===== src/rtl/design124_sig_pkg.sv =====
// Shared types and helpers for the design124 signature collector.
// The MISR step function is written for any width up to 64 bits.
package design124_sig_pkg;

  typedef enum logic [1:0] {
    S_IDLE    = 2'd0,
    S_SETTLE  = 2'd1,
    S_COLLECT = 2'd2,
    S_HOLD    = 2'd3
  } sig_state_t;

  localparam logic [31:0] SIG_POLY_DEFAULT = 32'h04C1_1DB7;

  // One MISR step on the low `width` bits: shift left, fold the dropped MSB
  // back through the taps, then absorb the new sample.
  function automatic logic [63:0] misr_next(input logic [63:0] misr,
                                            input logic [63:0] din,
                                            input logic [63:0] poly,
                                            input int unsigned width);
    logic [63:0] mask;
    logic        msb;
    mask = (width >= 64) ? '1 : ((64'd1 << width) - 64'd1);
    msb  = |(misr & (64'd1 << (width - 1)));
    return (((misr << 1) ^ (msb ? poly : 64'd0)) ^ din) & mask;
  endfunction

endpackage


===== src/rtl/design124_misr.sv =====
// WIDTH-bit multiple-input signature register with synchronous clear and enable.
// With SIG_CHECK_EN the next-state value is exported for the signature compare.
module design124_misr
  import design124_sig_pkg::*;
#(
  parameter int unsigned      WIDTH = 32,
  parameter logic [WIDTH-1:0] POLY  = WIDTH'(SIG_POLY_DEFAULT)
) (
  input  logic             clk_i,
  input  logic             rst_ni,
  input  logic             clr_i,
  input  logic             en_i,
  input  logic [WIDTH-1:0] din_i,
`ifdef SIG_CHECK_EN
  output logic [WIDTH-1:0] misr_nxt_o,
`endif
  output logic [WIDTH-1:0] misr_o
);

  logic [WIDTH-1:0] misr_q, misr_d, step;

  assign step = WIDTH'(misr_next(64'(misr_q), 64'(din_i), 64'(POLY), WIDTH));

  always_comb begin
    misr_d = misr_q;
    if (clr_i) begin
      misr_d = '0;
    end else if (en_i) begin
      misr_d = step;
    end
  end

  always_ff @(posedge clk_i or negedge rst_ni) begin
    if (!rst_ni) begin
      misr_q <= '0;
    end else begin
      misr_q <= misr_d;
    end
  end

  assign misr_o = misr_q;
`ifdef SIG_CHECK_EN
  assign misr_nxt_o = step;
`endif

endmodule


===== src/rtl/design124_sig_collector.sv =====
// Signature collector: skip SETTLE cycles, compact WINDOW samples, offer result.
// Optional golden compare (exp_sig/pass) is built only with SIG_CHECK_EN.
//
// state     | meaning
// S_IDLE    | waiting for start
// S_SETTLE  | pipeline fill, din ignored
// S_COLLECT | one MISR update per cycle
// S_HOLD    | signature offered until sig_ready
module design124_sig_collector
  import design124_sig_pkg::*;
#(
  parameter int unsigned      WIDTH  = 32,
  parameter int unsigned      SETTLE = 20,
  parameter int unsigned      WINDOW = 64,
  parameter logic [WIDTH-1:0] POLY   = WIDTH'(SIG_POLY_DEFAULT)
) (
  input  logic                          clk,
  input  logic                          rst,
  input  logic                          start,
  input  logic [WIDTH-1:0]              din,
  input  logic                          sig_ready,
`ifdef SIG_CHECK_EN
  input  logic [WIDTH-1:0]              exp_sig,
  output logic                          pass,
`endif
  output logic [WIDTH-1:0]              sig,
  output logic                          sig_valid,
  output logic                          busy,
  output logic [$clog2(WINDOW+1)-1:0]   count
);

  localparam int unsigned CW = $clog2(WINDOW + 1);
  localparam int unsigned SW = (SETTLE > 1) ? $clog2(SETTLE) : 1;

  sig_state_t       state_q, state_d;
  logic [SW-1:0]    settle_q, settle_d;
  logic [CW-1:0]    count_q, count_d;
  logic             misr_clr, misr_en;
  logic [WIDTH-1:0] misr_val;
  logic             last_sample;

  assign last_sample = (state_q == S_COLLECT) && (count_q == CW'(WINDOW - 1));

  always_comb begin
    state_d  = state_q;
    settle_d = settle_q;
    count_d  = count_q;
    misr_clr = 1'b0;
    misr_en  = 1'b0;
    case (state_q)
      S_IDLE: begin
        if (start) begin
          misr_clr = 1'b1;
          count_d  = '0;
          if (SETTLE > 0) begin
            state_d  = S_SETTLE;
            settle_d = SW'(SETTLE - 1);
          end else begin
            state_d = S_COLLECT;
          end
        end
      end
      S_SETTLE: begin
        if (settle_q == '0) begin
          state_d = S_COLLECT;
        end else begin
          settle_d = settle_q - 1'b1;
        end
      end
      S_COLLECT: begin
        misr_en = 1'b1;
        if (count_q != CW'(WINDOW)) begin
          count_d = count_q + 1'b1;
        end
        if (last_sample) begin
          state_d = S_HOLD;
        end
      end
      S_HOLD: begin
        if (sig_ready) begin
          state_d = S_IDLE;
        end
      end
      default: state_d = S_IDLE;
    endcase
  end

  always_ff @(posedge clk or negedge rst) begin
    if (!rst) begin
      state_q  <= S_IDLE;
      settle_q <= '0;
      count_q  <= '0;
    end else begin
      state_q  <= state_d;
      settle_q <= settle_d;
      count_q  <= count_d;
    end
  end

`ifdef SIG_CHECK_EN
  logic [WIDTH-1:0] misr_nxt;
  logic             pass_q;

  // Compare against the value the MISR takes on the edge that enters HOLD.
  always_ff @(posedge clk or negedge rst) begin
    if (!rst) begin
      pass_q <= 1'b0;
    end else if ((state_q == S_IDLE) && start) begin
      pass_q <= 1'b0;
    end else if (last_sample) begin
      pass_q <= (misr_nxt == exp_sig);
    end
  end

  assign pass = pass_q;
`endif

  design124_misr #(
    .WIDTH (WIDTH),
    .POLY  (POLY)
  ) u_misr (
    .clk_i      (clk),
    .rst_ni     (rst),
    .clr_i      (misr_clr),
    .en_i       (misr_en),
    .din_i      (din),
`ifdef SIG_CHECK_EN
    .misr_nxt_o (misr_nxt),
`endif
    .misr_o     (misr_val)
  );

  assign sig       = misr_val;
  assign sig_valid = (state_q == S_HOLD);
  assign busy      = (state_q != S_IDLE);
  assign count     = count_q;

endmodule


===== config.mk =====
export PLATFORM = sky130hd
export DESIGN_NAME = design124_sig_collector
export DESIGN_NICKNAME = d
export VERILOG_FILES = /design/src/rtl/design124_sig_pkg.sv /design/src/rtl/design124_misr.sv /design/src/rtl/design124_sig_collector.sv
export SDC_FILE = /design/constraint.sdc
export NUM_CORES = 1
export LEC_CHECK = 0
export BUFFER_PORTS_ARGS = -buffer_cell sky130_fd_sc_hd__buf_2
export CAP_MARGIN = 20
export CELL_PAD_IN_SITES_DETAIL_PLACEMENT = 1
export CELL_PAD_IN_SITES_GLOBAL_PLACEMENT = 2
export CORE_ASPECT_RATIO = 1.25
export CORE_UTILIZATION = 29
export CTS_BUF_LIST = sky130_fd_sc_hd__clkbuf_8
export CTS_CLUSTER_DIAMETER = 40
export CTS_CLUSTER_SIZE = 28
export DETAILED_ROUTE_END_ITERATION = 8
export GPL_TIMING_DRIVEN = 1
export MAX_ROUTING_LAYER = met4
export PLACE_DENSITY = 0.79
export SYNTH_ARGS = -nofsm -noshare
export SYNTH_HDL_FRONTEND = slang
export SYNTH_HIERARCHICAL = 1
export SYNTH_SLANG_ARGS = --single-unit

===== constraint.sdc =====
create_clock -name clk -period 1.55 [get_ports clk]
set_input_delay 0.31 -clock clk [delete_from_list [all_inputs] [get_ports clk]]
set_output_delay 0.31 -clock clk [all_outputs]
set_load 0.05 [all_outputs]

==> metrics, run 1 <==
commonest non-fill, non-tap cell in the layout=buf_2; Total Die Area=9270 um2; Slew HR=0.762; Placer Congestion=0.794; Via-to-Cell Ratio=4.76; Cells after Synth=252; first-pass GRT wire length=11.9 mm; DR vias=2328; most frequent cells in the layout=buf_2, dfrtp_1, xnor2_1, buf_4, nor2_1; arrival time worst endpoint=1890 ps; crit-path max cell delay=500 ps; Power Dens Cells=1740 nW/um2; async set or reset register ratio after synthesis=1.00; Req. time, crit path=1750 ps; top_reg_cell synth=dfrtp_1; register area share after synthesis=0.447; min-delay worst type=in2reg; wire per inst=16.0 um; Syn Std Cell Area=2580 um2; Leakage Power=1.79 nW; core footprint=8650 um2; crit share post-route=1.09; Slew @ Worst Pin=353 ps; Post-Place Worst Slack=-229 ps; Total Power=6.72 mW; antenna-violating nets left=0; Boundary Pins=77; first drt pass iteration count=4; Yosys reg bits=46; Hold Fails Final Rpt=0; final HPWL from detailed placement=5.10 mm; Final WS setup=-138 ps; CTS Root Cell=clkbuf_8; Congestion Overflow GR=0; vias in the first global route=2379; cts bufs inserted=5; Post-synth EDFFs=0; IR drop worst, VDD=0.790 mV; fillcell total=1031; Iter 0 DRT Violations=90; final core occ=0.445; setup violators final=19; total global routing track utilization=0.170; outcome=complete, but fails checks; # clock sinks=46; Reg clk slew, reported paths=100 ps; Avg Inst Size Synth=10.2 um2; Fmax achieved=0.592 GHz; area delta synth->final=49.5%; share of layout cells above drive strength 1=0.474; Worst Hold Slack=282 ps; Antenna Cells=0; initial core utilization=0.298; CTS tree=yes; drt drc=0; clk_lat worst skew=310 ps; failing checks=setup timing; pin count of the biggest net entering global routing=47; clk_skew=10.5 ps; Die W=86.3 um; RSZ-0062 raised after global routing=true; Worst Path Class, Setup=reg2reg; num rows=38; Yosys Warn Count=6; crit path time final=1690 ps; CP cell instances=inv_2 > ha_4 > or4b_4 > nand2_4 > nand3_4 > mux2_4; worst-path fanout max=3; CP endpoint kind=flop; Yosys cell types=42; Max-cap violations=0; WL final=7.83 mm; input/output buffers=76; initial antenna violation count=0; critical path buffer and inverter count=1; Syn Nets=296; Chip Height=107 um; crit-path leading delay family=simple AND/OR/NAND/NOR gates; H-tree depth=2; Longest Clk Path Bufs=2; Pins Over Slew Limit=0; NumNets Final=412; crit path max-delay cell type=or4b_4; startpoint types=flop
-- per-stage QoR --
stage / setup TNS (ps) / cell area [um2] / std cells
after global routing: -2540 / 3850 / 489
final: -754 / 3850 / 489
after detailed placement: -3090 / 3310 / 466
after global placement: -2050 / 3310 / 466
after floorplan: -168 / 2580 / 252
after CTS: -901 / 3590 / 482
-- where the power goes --
group	internal [mW]	switching [mW]	leakage [nW]	total, mW
logic	1.29	2.42	1.21	3.71
registers	1.64	0.419	0.537	2.06
clock network	0.481	0.470	0.0504	0.951
-- sequential cells by signal (all words and copies together) (netlist names) --
register	cells
count	7
state_q	2
settle_q	5
u_misr/misr_o	32
-- Yosys cell counts, types with 2 or more instances --
master / count / share of area
dfrtp_1: 46 / 0.45
xnor2_1: 31 / 0.11
nor2_1: 24 / 0.035
a211oi_1: 19 / 0.055
mux2i_1: 15 / 0.058
nand2b_1: 14 / 0.034
o21ai_1: 13 / 0.025
inv_1: 12 / 0.017
o21ai_0: 10 / 0.019
ha_1: 8 / 0.039
nand2_1: 8 / 0.012
nand3_1: 6 / 0.012
buf_2: 5 / 0.0097
clkbuf_1: 5 / 0.0073
a22o_1: 3 / 0.010
nand4_1: 3 / 0.0073
buf_4: 2 / 0.0058
nor3_1: 2 / 0.0039
o311ai_0: 2 / 0.0068
o31ai_1: 2 / 0.0058
-- logic make-up after synthesis --
| group | count (synthesis) | share of synthesized area |
|---|---|---|
| multiplexers | 16 | 0.0641 |
| AND/OR/NAND/NOR | 68 | 0.141 |
| flip-flops | 46 | 0.447 |
| adder cells (fa/ha/maj) | 8 | 0.0389 |
| AO/OA/AOI/OAI | 57 | 0.150 |
| XOR/XNOR | 32 | 0.115 |
| buffers and inverters | 25 | 0.0447 |
-- layer usage --
layer / share of wire / up-vias / wire [um] / track usage
met1: 0.44 / 1153 / 3470 / 0.207
met3: 0.028 / 8 / 221 / 0.0215
met4: 0.010 / 0 / 82 / 0.0548
met2: 0.52 / 48 / 4060 / 0.292
met5: 0 / - / 0 / -
li1: - / 1119 / - / -
-- worst reg2reg max path, cell delays in order (launching register included) --
cell	delay, ps
dfrtp_1	400
inv_2	90
ha_4	130
or4b_4	500
nand2_4	100
nand3_4	70
mux2_4	300
-- what timing repair did --
| action | CTS | global route |
|---|---|---|
| hold endpoints to repair | 46 | 0 |
| setup endpoints to repair | 30 | 40 |
| gates resized for setup | 21 | 44 |
| gates cloned | 2 | 1 |
| hold buffers | 1 | 0 |
| setup buffers | 5 | 6 |
| pin swaps | 5 | 5 |
-- layout make-up --
cell class	instances	area [um2]	area share
tap	120	150	0.0390
timing repair buffer	121	868	0.225
clock inverter	3	45.0	0.0117
inverter	12	52.6	0.0136
sequential	46	1150	0.300
clock buffer	5	68.8	0.0179
multi-input combinational	182	1510	0.392
-- final timing paths --
kind / slack, ps / cells past startpoint / start / to
worst min-delay path: 280 / 3 / din[15] / u_misr/misr_o[15]
worst min register to register: 580 / 2 / u_misr/misr_o[2] / u_misr/misr_o[2]
worst max register to register: -140 / 6 / settle_q[0] / state_q[1]
worst max-delay path: -140 / 6 / settle_q[0] / state_q[1]
max in group asynchronous: 790 / 3 / rst / count[1]
min in group asynchronous: 510 / 3 / rst / u_misr/misr_o[28]
(Power assumes the default switching activity.)
==> run 2: changes to the inputs <==
- PLACE_DENSITY: 0.79 -> 0.75
==> run 2 against run 1 <==
  * The run still ends with setup timing left
  * Power shrank 5.1%
  * Non-clock buffer count up 4
  * Flip-flop and latch count is the same
  * First-iteration DRC count is 52% lower
  * Sequential share of layout area increased by 0.69 points
  * Count of clock-buffer cells in the layout stayed put
  * Cell count grew 0.82%
  * Maximum frequency down 0.59%
==> metrics, run 2 (synthesis results as in run 1) <==
crit path time final=1700 ps (was 1690 ps); Reg area=1150 um2 (unchanged); crit share post-route=1.10 (was 1.09); crit-path max cell delay=500 ps (about the same); GR Layer Usage met2=0.302 (was 0.292); Placer Congestion=0.825 (was 0.794); Total Power=6.38 mW (was 6.72 mW); CTS Root Cell=clkbuf_8 (unchanged); initial core utilization=0.298 (unchanged); Sw Share=0.505 (was 0.492); Gate power share=0.558 (was 0.552); NumNets Final=416 (was 412); clk_skew=4.35 ps (was 10.5 ps); Iter 0 DRT Violations=43 (was 90); failing checks=setup timing (unchanged); sequential share of power=0.323 (was 0.307); core footprint=8650 um2 (unchanged); drt drc=0 (unchanged); vias in the first global route=2467 (was 2379); Max-cap violations=0 (unchanged); arrival time worst endpoint=1900 ps (was 1890 ps); met3 Use GR=0.0307 (was 0.0215); commonest non-fill, non-tap cell in the layout=buf_2 (unchanged); Congestion Overflow GR=0 (unchanged); final instance count without filler cells=493 (was 489); Power Dens Cells=1690 nW/um2 (was 1740 nW/um2); CTS tree=yes (unchanged); final HPWL from detailed placement=5.40 mm (was 5.10 mm); min-delay worst type=in2reg (unchanged); footprint of the multi-input gates=1460 um2 (was 1510 um2); share of layout cells above drive strength 1=0.445 (was 0.474); Chip Height=107 um (unchanged); antenna-violating nets left=0 (unchanged); Worst Path Class, Setup=reg2reg (unchanged); setup violators final=6 (was 19); Via-to-Cell Ratio=4.73 (was 4.76); most frequent cells in the layout=buf_2, dfrtp_1, buf_4, xnor2_1, nor2_1 (was buf_2, dfrtp_1, xnor2_1, buf_4, nor2_1); Clock power frac=0.119 (was 0.142); first-pass GRT wire length=12.0 mm (was 11.9 mm); NetSw=3.22 mW (was 3.31 mW); DR vias=2331 (was 2328); Longest Clk Path Bufs=2 (unchanged); fillcell total=1035 (was 1031); input/output buffers=76 (unchanged); pin count of the biggest net entering global routing=47 (unchanged); met1 Track Usage GR=0.203 (was 0.207); worst-path fanout max=3 (unchanged); startpoint types=flop (unchanged); Antenna Cells=0 (unchanged); first drt pass iteration count=4 (unchanged); Pins Over Slew Limit=0 (unchanged); IR drop worst, VDD=0.540 mV (was 0.790 mV); Final WS setup=-148 ps (was -138 ps); # clock sinks=46 (unchanged); WL final=7.69 mm (was 7.83 mm); P_int=3.16 mW (was 3.41 mW); dpl cells=470 (was 466); H-tree depth=2 (unchanged); Fmax achieved=0.589 GHz (was 0.592 GHz); initial antenna violation count=0 (unchanged); area delta synth->final=46.1% (was 49.5%); Boundary Pins=77 (unchanged); Req. time, crit path=1750 ps (about the same); Worst Hold Slack=294 ps (was 282 ps); Hold Fails Final Rpt=0 (unchanged); GRT busiest layer=met2 (unchanged); Die W=86.3 um (unchanged); Reg clk slew, reported paths=90 ps (was 100 ps); RSZ-0062 raised after global routing=true (unchanged); wire per inst=15.6 um (was 16.0 um); crit path max-delay cell type=or4b_4 (unchanged); max reg flops=32 (unchanged); Leakage Power=1.78 nW (was 1.79 nW); total global routing track utilization=0.173 (was 0.170); CP endpoint kind=flop (unchanged); num rows=38 (unchanged); outcome=complete, but fails checks (unchanged); clk_lat worst skew=310 ps (about the same); cts bufs inserted=5 (unchanged); Total Die Area=9270 um2 (unchanged); Slew @ Worst Pin=302 ps (was 353 ps); Slew HR=0.799 (was 0.762); CP cell instances=inv_2 > ha_4 > or4b_4 > nand2_4 > nand3_4 > mux2_4 (unchanged)
-- run 2: cell types whose count changed in the layout (fill, tap and decap cells not counted), moves of 2 or more --
cell,before,now
a211oi_1,2,16
a211oi_2,17,3
buf_4,30,33
buf_6,8,11
buf_12,3,5
buf_16,2,0
clkinvlp_4,2,0
-- run 2: power groups by stage --
| stage | clock network [mW] | registers [mW] | logic (mW) |
|---|---|---|---|
| global placement | 0 | 2.08 | 3.40 |
| global route | 0.845 | 2.12 | 3.80 |
| finish | 0.757 | 2.06 | 3.56 |
| floorplan | 0 | 3.56 | 1.15 |
| CTS | 0.791 | 2.07 | 3.56 |
| detailed placement | 0 | 2.09 | 3.45 |
-- run 2: metrics by stage --
step / utilization / cell area [um2] / setup TNS [ps] / setup WS (ps)
6_report: 0.435 / 3760 / -581 / -148
4_1_cts: 0.416 / 3600 / -553 / -149
2_1_floorplan: - / 2580 / -168 / -118
3_3_place_gp: 0.384 / 3320 / -2910 / -207
5_1_grt: 0.435 / 3760 / -1920 / -178
3_5_place_dp: 0.384 / 3320 / -4630 / -319
-- run 2: critical path: cells and delay by family (launching register included) --
kind | cells | cell delay [ps]
fa+ha+maj | 1 | 140
mux | 1 | 300
flops | 1 | 410
buf+inv | 1 | 80
simple gates | 3 | 660
-- run 2: final timing paths --
kind | startpoint | endpoint | slack (ps) | depth (start not counted)
max | settle_q[0] | state_q[1] | -150 | 6
min | din[30] | u_misr/misr_o[30] | 290 | 3
max reg2reg | settle_q[0] | state_q[1] | -150 | 6
min reg2reg | u_misr/misr_o[16] | u_misr/misr_o[16] | 570 | 2
max in group asynchronous | rst | count[0] | 800 | 3
min in group asynchronous | rst | u_misr/misr_o[9] | 510 | 3
-- run 2: routing by layer --
layer / vias up / share of wire
met5: - / 0
met4: 0 / 0.012
met3: 6 / 0.041
met2: 53 / 0.52
met1: 1144 / 0.43
li1: 1128 / -
-- run 2: final cells by class --
type                            instances  share of cell area
Multi-Input combinational cell        182               0.387
Sequential cell                        46               0.307
Timing Repair Buffer                  125               0.231
Tap cell                              120              0.0399
Clock buffer                            5              0.0183
Inverter                               12              0.0126
Clock inverter                          3             0.00465
-- run 2: timing repair --
action,CTS,global route
endpoints found under the hold margin,46,0
setup endpoints to repair,30,42
pin swaps,5,4
hold buffers,1,0
cloned,1,0
resized for setup,25,33
buffers inserted,8,5
==> run 3: changes to the inputs <==
- CORE_UTILIZATION: 29 -> 30
- PLACE_DENSITY: 0.75 -> 0.77
- SYNTH_HIERARCHICAL: 1 -> unset
==> run 3 against run 2 <==
  * The run still ends with setup timing left
  * Die area down 8.6%
  * Highest routed layer unchanged
  * Synthesized cell count down 14%
  * Via count down 8.2%
  * Worst hold slack better by 65 ps
  * Combinational power down 3%
  * Sequential share of layout area up 1.6 points
==> metrics, run 3 <==
outcome=complete, but fails checks (unchanged); failing checks=setup timing (unchanged); footprint of the multi-input gates=1340 um2 (was 1460 um2); final HPWL from detailed placement=4.46 mm (was 5.40 mm); fillcell total=904 (was 1035); async set or reset register ratio after synthesis=1.00 (unchanged); post-synthesis compound-gate area fraction=0.199 (was 0.150); Syn Nets=260 (was 296); first drt pass iteration count=4 (unchanged); WL met3=342 um (was 317 um); first-pass GRT wire length=11.0 mm (was 12.0 mm); num rows=36 (was 38); max reg flops=32 (unchanged); Post-Place Worst Slack=-313 ps (was -319 ps); Yosys Warn Count=0 (was 6); Die W=82.5 um (was 86.3 um); cell with the most instances after synthesis=dfrtp_1 (unchanged); CP endpoint kind=flop (unchanged); clk_lat worst skew=300 ps (was 310 ps); H-tree depth=2 (unchanged); post-synth top area share=0.473 (was 0.447); DR vias=2140 (was 2331); Leakage Power=1.73 nW (was 1.78 nW); top_reg_cell synth=dfrtp_1 (unchanged); min-delay worst type=in2reg (unchanged); Fmax achieved=0.585 GHz (was 0.589 GHz); antenna-violating nets left=0 (unchanged); Congestion Overflow GR=0 (unchanged); Post-synth EDFFs=0 (unchanged); placed cell area=3180 um2 (was 3320 um2); Adder-Cell Fraction of Synth Area=0.0412 (was 0.0389); commonest non-fill, non-tap cell in the layout=buf_2 (unchanged); post-synthesis simple-gate area fraction=0.0834 (was 0.141); xor/xnor share of the synthesized area=0.162 (was 0.115); setup violators final=27 (was 6); Avg Inst Size Synth=11.3 um2 (was 10.2 um2); area delta synth->final=47.6% (was 46.1%); vias in the first global route=2215 (was 2467); core footprint=7840 um2 (was 8650 um2); Worst Path Class, Setup=reg2reg (unchanged); Power Dens Cells=1770 nW/um2 (was 1690 nW/um2); Yosys reg bits=46 (unchanged); largest family of logic cells by synthesized area=compound AO/OA/AOI/OAI gates (unchanged); initial antenna violation count=0 (unchanged); share of layout cells above drive strength 1=0.475 (was 0.445); Boundary Pins=77 (unchanged); Yosys cell types=35 (was 42); area leader, netlist=dfrtp_1 (unchanged); cts bufs inserted=5 (unchanged); M1 wire length=3.07 mm (was 3.30 mm); WL final=7.01 mm (was 7.69 mm); wire per inst=16.2 um (was 15.6 um); Hold Fails Final Rpt=0 (unchanged); CTS tree=yes (unchanged); Slew HR=0.697 (was 0.799); initial core utilization=0.310 (was 0.298); input/output buffers=76 (unchanged); Reg clk slew, reported paths=90 ps (about the same); Max-cap violations=0 (unchanged); Iter 0 DRT Violations=47 (was 43); Chip Height=103 um (was 107 um); startpoint types=flop (unchanged); Cells after Synth=216 (was 252); Antenna Cells=0 (unchanged); Placer Congestion=0.822 (was 0.825); Via-to-Cell Ratio=4.95 (was 4.73); Req. time, crit path=1730 ps (was 1750 ps); WL met2=3.58 mm (was 3.98 mm); Pins Over Slew Limit=0 (unchanged); arrival time worst endpoint=1890 ps (was 1900 ps); Post-synth top cells=dfrtp_1, a22o_1, xnor2_1 (was dfrtp_1, xnor2_1, nor2_1); IR drop worst, VDD=0.980 mV (was 0.540 mV); NumNets Final=380 (was 416); Syn Std Cell Area=2430 um2 (was 2580 um2); mux share of post-synthesis cell area=0.0103 (was 0.0641); drt drc=0 (unchanged); Longest Clk Path Bufs=2 (unchanged); register area share after synthesis=0.473 (was 0.447); RSZ-0062 raised after global routing=true (unchanged); top post-synthesis cells by area=dfrtp_1, a22o_1, xnor2_1 (was dfrtp_1, xnor2_1, mux2i_1); total global routing track utilization=0.178 (was 0.173); Reg area=1160 um2 (was 1150 um2); Total Die Area=8470 um2 (was 9270 um2); Final WS setup=-161 ps (was -148 ps); clk_skew=6.42 ps (was 4.35 ps); crit share post-route=1.10 (about the same); worst-path fanout max=4 (was 3); DR top layer=met4 (unchanged); # clock sinks=46 (unchanged); most frequent cells in the layout=buf_2, dfrtp_1, a22o_1, buf_4, xnor2_1 (was buf_2, dfrtp_1, buf_4, xnor2_1, nor2_1); CTS Root Cell=clkbuf_8 (unchanged); crit path time final=1710 ps (was 1700 ps); pin count of the biggest net entering global routing=47 (unchanged); Slew @ Worst Pin=451 ps (was 302 ps); cell area after layout=3590 um2 (was 3760 um2)
run 3: cell types whose count changed after synthesis, sizes merged, moves of 3 or more:
cell,before,now
a211oi,19,0
a21oi,1,6
a22o,3,34
buf,8,2
clkbuf,5,8
inv,12,9
mux2i,15,1
nand2b,14,3
nand4,3,0
nor2,24,3
o21ai,23,11
o31ai,2,5
xnor2,31,26
xor2,0,19
run 3: logic make-up (layout without fill, tap and decap cells):
family | count (synthesis) | count (layout)
flops | 46 | 46
simple gates | 34 | 34
compound gates | 62 | 63
xor+xnor | 45 | 45
mux | 2 | 2
buf+inv | 19 | 139
fa+ha+maj | 8 | 8
run 3: path summary, 6_finish.rpt:
| kind | slack (ps) | depth (start not counted) | from | end |
|---|---|---|---|---|
| worst max-delay path | -160 | 6 | settle_q[1] | state_q[1] |
| worst min-delay path | 360 | 3 | din[26] | u_misr.misr_o[26] |
| worst max register to register | -160 | 6 | settle_q[1] | state_q[1] |
| worst min register to register | 550 | 1 | u_misr.misr_o[6] | u_misr.misr_o[6] |
| max in group asynchronous | 790 | 3 | rst | u_misr.misr_o[31] |
| min in group asynchronous | 520 | 3 | rst | count[3] |
run 3: power breakdown:
part           total [mW]  leakage (nW)  internal [mW]  switching (mW)
sequential           2.17         0.544           1.66           0.510
clock               0.718        0.0491          0.307           0.411
combinational        3.44          1.14           1.23            2.22
total                6.33          1.73           3.20            3.14
run 3: critical path, stage by stage, from the launching register on:
cell	delay, ps
dfrtp_1	390
inv_2	80
ha_4	140
or4b_4	500
nand2_4	90
nand3_4	70
mux2_4	310
run 3: routing by layer:
metal | vias to the layer above | global-route usage
li1 | 1014 | -
met3 | 2 | 0.0372
met5 | - | -
met1 | 1065 | 0.212
met2 | 59 | 0.311
met4 | 0 | 0.0318
run 3: stage by stage:
step	total power [mW]	util	hold WS, ps	TNS [ps]	std cells
3_3_place_gp	5.60	0.406	304	-9280	405
2_1_floorplan	4.82	-	14.4	-1400	216
3_5_place_dp	5.65	0.406	319	-11560	405
4_1_cts	6.41	0.456	362	-4210	430
5_1_grt	6.71	0.458	360	-4400	432
6_report	6.33	0.458	359	-1550	432
run 3: layout make-up:
| cell class | instances | share of cell area |
|---|---|---|
| inverters | 9 | 0.0108 |
| repair buffers | 122 | 0.238 |
| multi-input cells | 152 | 0.372 |
| flip-flops and latches | 46 | 0.323 |
| clock buffers | 5 | 0.0192 |
| clock inverters | 3 | 0.00384 |
| well taps | 95 | 0.0331 |
run 3: timing repair:
action / in CTS / in global routing
gates cloned: 4 / 0
hold buffers: 1 / 0
setup endpoints to repair: 48 / 48
hold endpoints to repair: 44 / 0
setup buffers: 14 / 4
resized for setup: 27 / 14
pin swaps: 9 / 8
